### src/rtl/ins_encoder_pkg.sv
// Shared field-set definitions for the RV32 encoder/decoder pair.
// Defines INS_BUS / Imm_20 widths; ENC_IMM_CHECK_EN is consumed by ins_encoder.
`ifndef INS_ENCODER_DEFS
`define INS_ENCODER_DEFS
`define INS_BUS 32
`define Imm_20 20
`endif

package ins_encoder_pkg;

    localparam logic [6:0] OP_RTYPE = 7'b0110011;
    localparam logic [6:0] OP_ITYPE = 7'b0010011;
    localparam logic [6:0] OP_LOAD  = 7'b0000011;
    localparam logic [6:0] OP_LUI   = 7'b0110111;
    localparam logic [6:0] OP_AUIPC = 7'b0010111;
    localparam logic [6:0] OP_JAL   = 7'b1101111;

    typedef struct packed {
        logic [6:0]          opcode;
        logic [4:0]          rd;
        logic [4:0]          rs1;
        logic [4:0]          rs2;
        logic [2:0]          fct3;
        logic [6:0]          fct7;
        logic [`Imm_20-1:0]  imm;
    } ins_fields_t;

endpackage

### src/rtl/ins_enc_fifo.sv
// Two-entry FIFO of {ins, addr}; the head slot drives the outputs directly.
import ins_encoder_pkg::*;

module ins_enc_fifo #(
    parameter int ADDR_W    = 8,
    parameter int BASE_ADDR = 0
) (
    input  logic                clk,
    input  logic                rst_n,
    input  logic                clear,
    input  logic                push,
    input  logic [`INS_BUS-1:0] push_ins,
    input  logic [ADDR_W-1:0]   push_addr,
    input  logic                pop,
    output logic                not_full,
    output logic                head_valid,
    output logic [`INS_BUS-1:0] head_ins,
    output logic [ADDR_W-1:0]   head_addr
);

    localparam logic [ADDR_W-1:0] BASE = ADDR_W'(BASE_ADDR);

    logic [`INS_BUS-1:0] head_ins_q, head_ins_d, tail_ins_q, tail_ins_d;
    logic [ADDR_W-1:0]   head_addr_q, head_addr_d, tail_addr_q, tail_addr_d;
    logic [1:0]          count_q, count_d;
    logic                push_ok, pop_ok;

    assign not_full   = (count_q != 2'd2);
    assign head_valid = (count_q != 2'd0);
    assign head_ins   = head_ins_q;
    assign head_addr  = head_addr_q;
    assign push_ok    = push && not_full;
    assign pop_ok     = pop && head_valid;

    always_comb begin
        head_ins_d  = head_ins_q;
        head_addr_d = head_addr_q;
        tail_ins_d  = tail_ins_q;
        tail_addr_d = tail_addr_q;
        count_d     = count_q;
        if (clear) begin
            count_d = 2'd0;
        end else begin
            case ({push_ok, pop_ok})
                2'b10: begin
                    if (count_q == 2'd0) begin
                        head_ins_d  = push_ins;
                        head_addr_d = push_addr;
                    end else begin
                        tail_ins_d  = push_ins;
                        tail_addr_d = push_addr;
                    end
                    count_d = count_q + 2'd1;
                end
                2'b01: begin
                    // Only shift when a second entry exists so an emptied head holds its value.
                    if (count_q == 2'd2) begin
                        head_ins_d  = tail_ins_q;
                        head_addr_d = tail_addr_q;
                    end
                    count_d = count_q - 2'd1;
                end
                2'b11: begin
                    head_ins_d  = push_ins;
                    head_addr_d = push_addr;
                end
                default: ;
            endcase
        end
    end

    always_ff @(posedge clk or negedge rst_n) begin
        if (!rst_n) begin
            head_ins_q  <= '0;
            head_addr_q <= BASE;
            tail_ins_q  <= '0;
            tail_addr_q <= BASE;
            count_q     <= 2'd0;
        end else begin
            head_ins_q  <= head_ins_d;
            head_addr_q <= head_addr_d;
            tail_ins_q  <= tail_ins_d;
            tail_addr_q <= tail_addr_d;
            count_q     <= count_d;
        end
    end

endmodule

### src/rtl/ins_encoder.sv
// RV32 field-set to instruction-word encoder with address tagging and error tracking.
// Optional macro ENC_IMM_CHECK_EN rejects field sets with nonzero unused bits.
import ins_encoder_pkg::*;

module ins_encoder #(
    parameter int ADDR_W    = 8,
    parameter int BASE_ADDR = 0
) (
    input  logic                clk,
    input  logic                rst_n,
    input  logic                clear,
    input  logic                in_valid,
    output logic                in_ready,
    input  logic [6:0]          in_opcode,
    input  logic [4:0]          in_rd,
    input  logic [4:0]          in_rs1,
    input  logic [4:0]          in_rs2,
    input  logic [2:0]          in_fct3,
    input  logic [6:0]          in_fct7,
    input  logic [`Imm_20-1:0]  in_imm,
    output logic                out_valid,
    input  logic                out_ready,
    output logic [`INS_BUS-1:0] out_ins,
    output logic [ADDR_W-1:0]   out_addr,
    output logic                err,
    output logic [7:0]          err_cnt
);

    localparam logic [ADDR_W-1:0] BASE = ADDR_W'(BASE_ADDR);

    ins_fields_t         f;
    logic [`INS_BUS-1:0] ins_w;
    logic                legal, accept, push, bad, pop;
    logic [ADDR_W-1:0]   addr_q, addr_d;
    logic                err_q, err_d;
    logic [7:0]          err_cnt_q, err_cnt_d;

    assign f = '{opcode: in_opcode, rd: in_rd, rs1: in_rs1, rs2: in_rs2,
                 fct3: in_fct3, fct7: in_fct7, imm: in_imm};

    always_comb begin
        ins_w = '0;
        legal = 1'b1;
        case (f.opcode)
            OP_RTYPE: begin
                ins_w = {f.fct7, f.rs2, f.rs1, f.fct3, f.rd, f.opcode};
`ifdef ENC_IMM_CHECK_EN
                legal = (f.imm == '0);
`endif
            end
            OP_ITYPE, OP_LOAD: begin
                ins_w = {f.imm[19:8], f.rs1, f.fct3, f.rd, f.opcode};
`ifdef ENC_IMM_CHECK_EN
                legal = (f.imm[7:0] == 8'd0) && (f.rs2 == 5'd0) && (f.fct7 == 7'd0);
`endif
            end
            OP_LUI, OP_AUIPC: begin
                ins_w = {f.imm, f.rd, f.opcode};
`ifdef ENC_IMM_CHECK_EN
                legal = ({f.rs1, f.rs2, f.fct3, f.fct7} == '0);
`endif
            end
            OP_JAL: begin
                // Decoder packs the J offset as offset[20:1] in natural bit order.
                ins_w = {f.imm[19], f.imm[9:0], f.imm[10], f.imm[18:11], f.rd, f.opcode};
`ifdef ENC_IMM_CHECK_EN
                legal = ({f.rs1, f.rs2, f.fct3, f.fct7} == '0);
`endif
            end
            default: legal = 1'b0;
        endcase
    end

    assign accept = in_valid && in_ready;
    assign push   = accept && legal && !clear;
    assign bad    = accept && !legal && !clear;
    assign pop    = out_valid && out_ready && !clear;

    always_comb begin
        addr_d    = addr_q;
        err_d     = err_q | bad;
        err_cnt_d = err_cnt_q;
        if (clear)
            addr_d = BASE;
        else if (push)
            addr_d = addr_q + 1'b1;
        if (bad && err_cnt_q != 8'hFF)
            err_cnt_d = err_cnt_q + 8'd1;
    end

    always_ff @(posedge clk or negedge rst_n) begin
        if (!rst_n) begin
            addr_q    <= BASE;
            err_q     <= 1'b0;
            err_cnt_q <= 8'd0;
        end else begin
            addr_q    <= addr_d;
            err_q     <= err_d;
            err_cnt_q <= err_cnt_d;
        end
    end

    assign err     = err_q;
    assign err_cnt = err_cnt_q;

    ins_enc_fifo #(.ADDR_W(ADDR_W), .BASE_ADDR(BASE_ADDR)) u_fifo (
        .clk        (clk),
        .rst_n      (rst_n),
        .clear      (clear),
        .push       (push),
        .push_ins   (ins_w),
        .push_addr  (addr_q),
        .pop        (pop),
        .not_full   (in_ready),
        .head_valid (out_valid),
        .head_ins   (out_ins),
        .head_addr  (out_addr)
    );

endmodule

### config.mk
export PLATFORM = sky130hd
export DESIGN_NAME = ins_encoder
export DESIGN_NICKNAME = d
export VERILOG_FILES = /design/src/rtl/ins_encoder_pkg.sv /design/src/rtl/ins_enc_fifo.sv /design/src/rtl/ins_encoder.sv
export SDC_FILE = /design/constraint.sdc
export NUM_CORES = 1
export LEC_CHECK = 0
export ABC_AREA = 1
export CORE_ASPECT_RATIO = 0.5
export CORE_MARGIN = 10
export CORE_UTILIZATION = 35
export CTS_BUF_LIST = sky130_fd_sc_hd__clkbuf_4
export CTS_CLUSTER_DIAMETER = 80
export CTS_CLUSTER_SIZE = 14
export DETAILED_ROUTE_END_ITERATION = 12
export SYNTH_ARGS = -nofsm -noshare
export SYNTH_HDL_FRONTEND = slang
export SYNTH_SLANG_ARGS = --single-unit
### constraint.sdc
create_clock -name clk -period 1.5 [get_ports clk]
set_input_delay 0.3 -clock clk [delete_from_list [all_inputs] [get_ports clk]]
set_output_delay 0.3 -clock clk [all_outputs]
set_load 0.01 [all_outputs]
==> results of run 1 <==
[routing by layer]
layer  global-route usage [%]  routed length [um]  vias to the layer above
met4                     3.66                 172                        0
met3                     3.62                 873                       15
li1                         -                   -                     2601
met2                     28.0                8420                      136
met1                     21.9                7890                     2597
met5                        0                   0                        -
[worst reg2reg max path: cells and delay by family (launching register included)]
family,cells,cell delay (ns)
DFF,1,0.48
buffers and inverters,5,0.59
and+or+nand+nor,5,0.52
AOI/OAI and AO/OA,1,0.05
[cell families (layout without fill, tap and decap cells)]
| family | count (synthesis) | in the layout | share of synthesized area [%] |
|---|---|---|---|
| other | 0 | 3 | 0 |
| AOI/OAI and AO/OA | 60 | 60 | 6.26 |
| DFF | 99 | 99 | 48.0 |
| xor gates and xnor gates | 6 | 6 | 1.02 |
| and+or+nand+nor | 444 | 444 | 36.3 |
| adders and majority gates | 2 | 2 | 0.485 |
| buffers and inverters | 80 | 292 | 7.93 |
[path summary, 6_finish.rpt]
kind                       slack, ns                    to                  from
min in group clk                0.41  u_fifo.tail_ins_q[4]          in_opcode[1]
max reg2reg                    -0.22   u_fifo.head_ins[30]     u_fifo.count_q[1]
min reg2reg                     0.48  u_fifo.tail_ins_q[1]  u_fifo.tail_ins_q[1]
min                             0.33            err_cnt[2]                 rst_n
max in group asynchronous       0.63  u_fifo.tail_ins_q[4]                 rst_n
max                            -0.22   u_fifo.head_ins[30]     u_fifo.count_q[1]
[flip-flops by register name, indices dropped and copies added, names as in the netlist]
signal	cells
addr_q	8
err	1
err_cnt	8
u_fifo.count_q	2
u_fifo.head_addr	8
u_fifo.head_ins	32
u_fifo.tail_addr_q	8
u_fifo.tail_ins_q	32
[what timing repair did]
item                       in CTS  in global routing
cloned                         10                  3
pin swaps                      27                 13
setup endpoints to repair     149                142
hold buffers                    1                  0
gates resized for setup       212                102
hold endpoints to repair       99                  0
buffers inserted               37                  7
[layout by cell type, fill, tap and decap left out, types with 4 or more instances in the layout]
master and count:
nand2_8 5, clkdlybuf4s50_1 48, dlygate4sd2_1 7, inv_6 5
xor2_1 4, nand3_1 63, buf_16 8, dfrtp_1 97
nand2_2 35, buf_8 6, o21ai_2 10, buf_12 8
nand3_2 4, clkbuf_2 17, o21ai_1 31, buf_4 66
nor2_1 6, inv_1 37, inv_2 5, buf_6 31
o21ai_0 11, clkdlybuf4s15_1 28, clkbuf_4 9, nand2_1 298
nor2_4 10, nand3_4 4, nand4_1 4, nor2_2 4
[power by group through the flow]
stage	logic [uW]	registers, uW	clock network [uW]
after floorplan	233	2940	0
after CTS	1090	2820	1540
after detailed placement	871	2890	0
final	1100	2830	1520
after global routing	1200	2840	1640
after global placement	865	2890	0
[final cells by class]
class                   count  area share [%]
diodes                      3          0.0927
clock buffers               9           0.834
clock inverters             7           0.912
inverters                  49            2.87
multi-input cells         512            32.6
flip-flops and latches     99            30.6
well taps                 198            3.06
repair buffers            225            28.6
repair inverters            2           0.402
[metrics by stage]
| stage | instance area (sq um) | setup TNS (ns) | util [%] |
|---|---|---|---|
| 6_report | 8100 | -13.16 | 56.1 |
| 5_1_grt | 8100 | -21.35 | 56.1 |
| 4_1_cts | 7870 | -11.17 | 54.5 |
| 3_5_place_dp | 6850 | -68.85 | 47.5 |
| 3_3_place_gp | 6850 | -64.51 | 47.5 |
| 2_1_floorplan | 5220 | -1.35 | - |
==> reports/qor.yml, run 1 <==
maxCapViolCount: 0
path_cells: "nor2_4 -> inv_2 -> nand3_4 -> inv_6 -> nor2_4 -> a21oi_4 -> buf_12 -> buf_12 -> buf_8 -> nand2_2 -> nand2_1"
rsz0062_at_grt: "true"
power.density_nw_per_um2: 672
gr-total-overflow: 0
floorplan.io_pins: 108
first_iter_violations: 400
async_reset_ff_share_pct: 100
drive_above_1_share_pct: 28.7
yosysWarnings: 0
clock_latency_ns: 0.48
p_leak_uw: 0.00413
cts_max_level: 3
failed_checks: "negative setup slack"
yosysUniqueCellTypes: 37
min_period_ns: 1.72
synth.top_cells.by_count: "337 x nand2_1, 99 x dfrtp_1, 68 x nand3_1"
place.gp.congestion: 0.847
seqPwrFrac_pct: 51.9
clock-root-buffer: "clkbuf_4"
critPathRequiredTime_ns: 1.88
synth_edf_count: 0
synth.avg_cell_area_sq_um: 7.47
syn_inst: 691
fin_ws_ns: -0.220
critPathLaunchType: "flop"
viasPerCell: 4.85
cpPeakStageDelay_ns: 0.48
syn-num-nets: 750
path_delay_family: "buffers and inverters"
fillers: 1326
p_int_uw: 3870
tritoncts: "yes"
ys.flop_type: "dfrtp_1"
r2r.worst_path.cells: 11
grt_max_degree: 100
antenna_found_initial: 1
synth_area_leader_cell: "dfrtp_1"
core_sq_um: 14400
cts_inserted_buffers: 9
drc: 0
p_clk_share_pct: 27.9
hpwl_mm: 11.0
p_switching_uw: 1580
die_h_um: 106
setup_viol: 98
path_clk_slew_ns: 0.17
rows: 31
hold_class: "in -> async"
worst_pin_slew_ns: 0.605
synth_seq_area_share_pct: 48.0
hold_viol: 0
power_frac_comb_pct: 20.2
finClkSkew_ns: 0.0233
p_sw_share_pct: 29.0
first_global_vias: 5356
instances_no_fill: 1104
hold_ws_ns: 0.332
status: "finished with violations"
clock-sinks: 99
worst-path-buf-inv: 5
dp_slack_ns: -0.807
synth.most_common_cell: "nand2_1"
cp-end-kind: "flop"
seq_area_sq_um: 2480
initial_core_util_pct: 35.8
critical_path_peak_fanout: 6
power_uw: 5440
area_delta_synth_final_pct: 57.0
crit_cells: 11
ys_seq_elements: 99
postRouteAntennaNets: 0
ir_drop_uv: 621
portBuffers: 107
fmax_mhz: 581
totalWireLength_mm: 17.4
dieArea_sq_um: 20300
dp_cells: 1030
dieWidth_um: 192
synth_area_leaders: "dfrtp_1 48%, nand2_1 25%, nand3_1 6.6%"
cts.path.max_buffers: 2
finalCritPeriodShare_pct: 115
final_max_slew_viol_count: 0
synth_top_area_share_pct: 48.0
num_vias: 5349
syn_area_sq_um: 5160
cp_data_arrival_time_ns: 2.10
slowest_stage: "dfrtp_2"
grtUsageTotal_pct: 16.8
grt_pass1_wl_mm: 27.7
nets: 957
drt_pre_antenna_iters: 5
critical_path_class: "reg -> reg"
multi_input_area_sq_um: 2640
routedWlPerCell_um: 15.7
relSlewSlack_pct: 59.7
(Power assumes the default switching activity.)
==> inputs of run 2 (changes only) <==
--- a/config.mk
+++ b/config.mk
@@ -16,3 +16,4 @@
 export SYNTH_ARGS = -nofsm -noshare
 export SYNTH_HDL_FRONTEND = slang
 export SYNTH_SLANG_ARGS = --single-unit
+export TNS_END_PERCENT = 5
==> run 2 against run 1 <==
The flow still finishes with violations (negative setup slack). Clock skew shrank 0.010 ns. Via count is 5.5% lower. Final area is 8.4% lower. Maximum frequency fell by 1.1%. Wire length is 8.2% lower. Combinational power fell by 6%. Non-clock buffer count shrank 33. Die area unchanged. Critical path depth fell by 6. Critical path type is now reg -> out. Critical endpoint is now out_valid. Highest routed layer unchanged.
==> reports/qor.yml, run 2 (synthesis results as in run 1) <==
p_sw_share_pct: 28.7
relSlewSlack_pct: 79.9
grt_max_degree: 54
initial_core_util_pct: 35.8
rsz0062_at_grt: "true"
clock-root-buffer: "clkbuf_4"
cp-end-kind: "output pin"
clock-sinks: 99
final_common_cell: "nand2_1"
setup_viol: 86
critical_path_class: "reg -> out"
path_clk_slew_ns: 0.15
floorplan.io_pins: 108
postRouteAntennaNets: 0
totalWireLength_mm: 15.9
first_iter_violations: 417
p_leak_uw: 0.00381
tritoncts: "yes"
seqPwrFrac_pct: 55.1
rows: 31
finClkSkew_ns: 0.0132
die_h_um: 106
dieWidth_um: 192
grt_pass1_wl_mm: 25.3
nets: 923
power.density_nw_per_um2: 690
postLayoutCoreUtil_pct: 51.4
r2r_end: "u_fifo.head_ins[1]"
place.gp.congestion: 0.857
fmax_mhz: 575
p_clk_share_pct: 24.8
gr-total-overflow: 0
drc: 0
grtUsageTotal_pct: 15.4
maxCapViolCount: 0
p_switching_uw: 1470
core_sq_um: 14400
cts.path.max_buffers: 2
regToRegStartpoint: "u_fifo.count_q[0]"
ir_drop_uv: 705
drive_above_1_share_pct: 18.5
power_uw: 5120
r2r_setup_slack_ns: -0.18
final_cell_mix: "334 x nand2_1, 99 x dfrtp_1, 65 x nand3_1"
cts_inserted_buffers: 9
critPathLaunchType: "flop"
finalCritPeriodShare_pct: 116
dieArea_sq_um: 20300
viasPerCell: 4.73
status: "finished with violations"
area_delta_synth_final_pct: 43.8
first_global_vias: 4887
hpwl_mm: 11.1
final_max_slew_viol_count: 0
r2r.worst_path.cells: 12
cts_max_level: 3
min_period_ns: 1.74
hold_class: "in -> async"
portBuffers: 107
power_frac_comb_pct: 20.1
critPathRequiredTime_ns: 1.20
cp_data_arrival_time_ns: 1.44
critical_path_peak_fanout: 2
fin_ws_ns: -0.240
crit_start: "u_fifo.count_q[0]"
worst_pin_slew_ns: 0.302
crit_end: "out_valid"
drt_pre_antenna_iters: 5
num_vias: 5056
antenna_found_initial: 1
clock_latency_ns: 0.47
failed_checks: "negative setup slack"
routedWlPerCell_um: 14.9
p_int_uw: 3650
dp_slack_ns: -0.768
hold_viol: 0
==> run 2: changes by cell type in the layout (fill, tap and decap cells not counted), moves of 5 or more <==
cell and change:
o21ai_0 +9, nand2_2 -34, buf_4 -8, clkbuf_2 -11, buf_16 -6, nand2_1 +36
buf_6 -12, buf_8 -5, o21ai_2 -5, clkdlybuf4s15_1 +9
==> run 2: metal layers <==
layer	GRT usage [%]	vias to the layer above	wire, um
met5	0	-	0
met4	3.38	0	175
met3	3.68	13	846
met2	24.5	104	7200
met1	20.8	2423	7720
li1	-	2516	-
==> run 2: worst min-delay path by stage <==
| stage | startpoint | to | slack [ns] | cells after the start |
|---|---|---|---|---|
| global route | rst_n | err_cnt[4] | 0.16 | 2 |
| floorplan | rst_n | addr_q[0] | 0.004 | 0 |
| CTS | rst_n | err_cnt[4] | 0.15 | 2 |
| detailed placement | rst_n | err_cnt[4] | 0.15 | 1 |
| global placement | rst_n | err_cnt[4] | 0.14 | 1 |
| finish | rst_n | err_cnt[1] | 0.17 | 2 |
==> run 2: what timing repair did <==
item / 4_1_cts / 5_1_grt
gates cloned: 2 / 4
hold buffers: 1 / 0
gates resized for setup: 128 / 64
endpoints found under the setup margin: 149 / 136
pin swaps: 6 / 6
buffers inserted: 11 / 2
endpoints found under the hold margin: 99 / 0
==> run 2: power by group through the flow <==
stage | logic (uW) | registers (uW) | clock network [uW]
after global routing | 1140 | 2830 | 1420
after global placement | 912 | 2880 | 0
after CTS | 967 | 2810 | 1320
final | 1030 | 2820 | 1270
after detailed placement | 920 | 2880 | 0
after floorplan | 233 | 2940 | 0
==> run 2: critical path: stages (launching register included) <==
cell     delay, ns
dfrtp_1       0.42
buf_6         0.13
nor2_4        0.14
inv_2         0.06
buf_6         0.11
buf_6         0.11
==> run 2: area by class of cell <==
| cell class | count | area (sq um) |
|---|---|---|
| repair buffers | 192 | 1900 |
| diodes | 1 | 2.50 |
| clock buffers | 9 | 67.6 |
| multi-input cells | 512 | 2450 |
| well taps | 198 | 248 |
| repair inverters | 1 | 8.76 |
| inverters | 49 | 218 |
| fillers | 1393 | 7010 |
| clock inverters | 7 | 43.8 |
| flip-flops and latches | 99 | 2480 |
==> run 2: per-stage QoR <==
stage          area (sq um)  setup TNS (ns)  hold WS, ns  std cells
2_1_floorplan          5220           -1.38      0.00441        691
3_3_place_gp           6860          -63.41        0.145       1031
3_5_place_dp           6860          -67.62        0.148       1031
4_1_cts                7170          -10.23        0.153       1061
5_1_grt                7420          -19.67        0.163       1068
6_report               7420          -10.14        0.173       1068
==> inputs of run 3 (changes only) <==
--- a/config.mk
+++ b/config.mk
@@ -6,6 +6,7 @@
 export NUM_CORES = 1
 export LEC_CHECK = 0
 export ABC_AREA = 1
+export CAP_MARGIN = 0
 export CORE_ASPECT_RATIO = 0.5
 export CORE_MARGIN = 10
 export CORE_UTILIZATION = 35
==> results of run 3 <==
The final DEF is identical to that of run 2; final timing and power are the same.
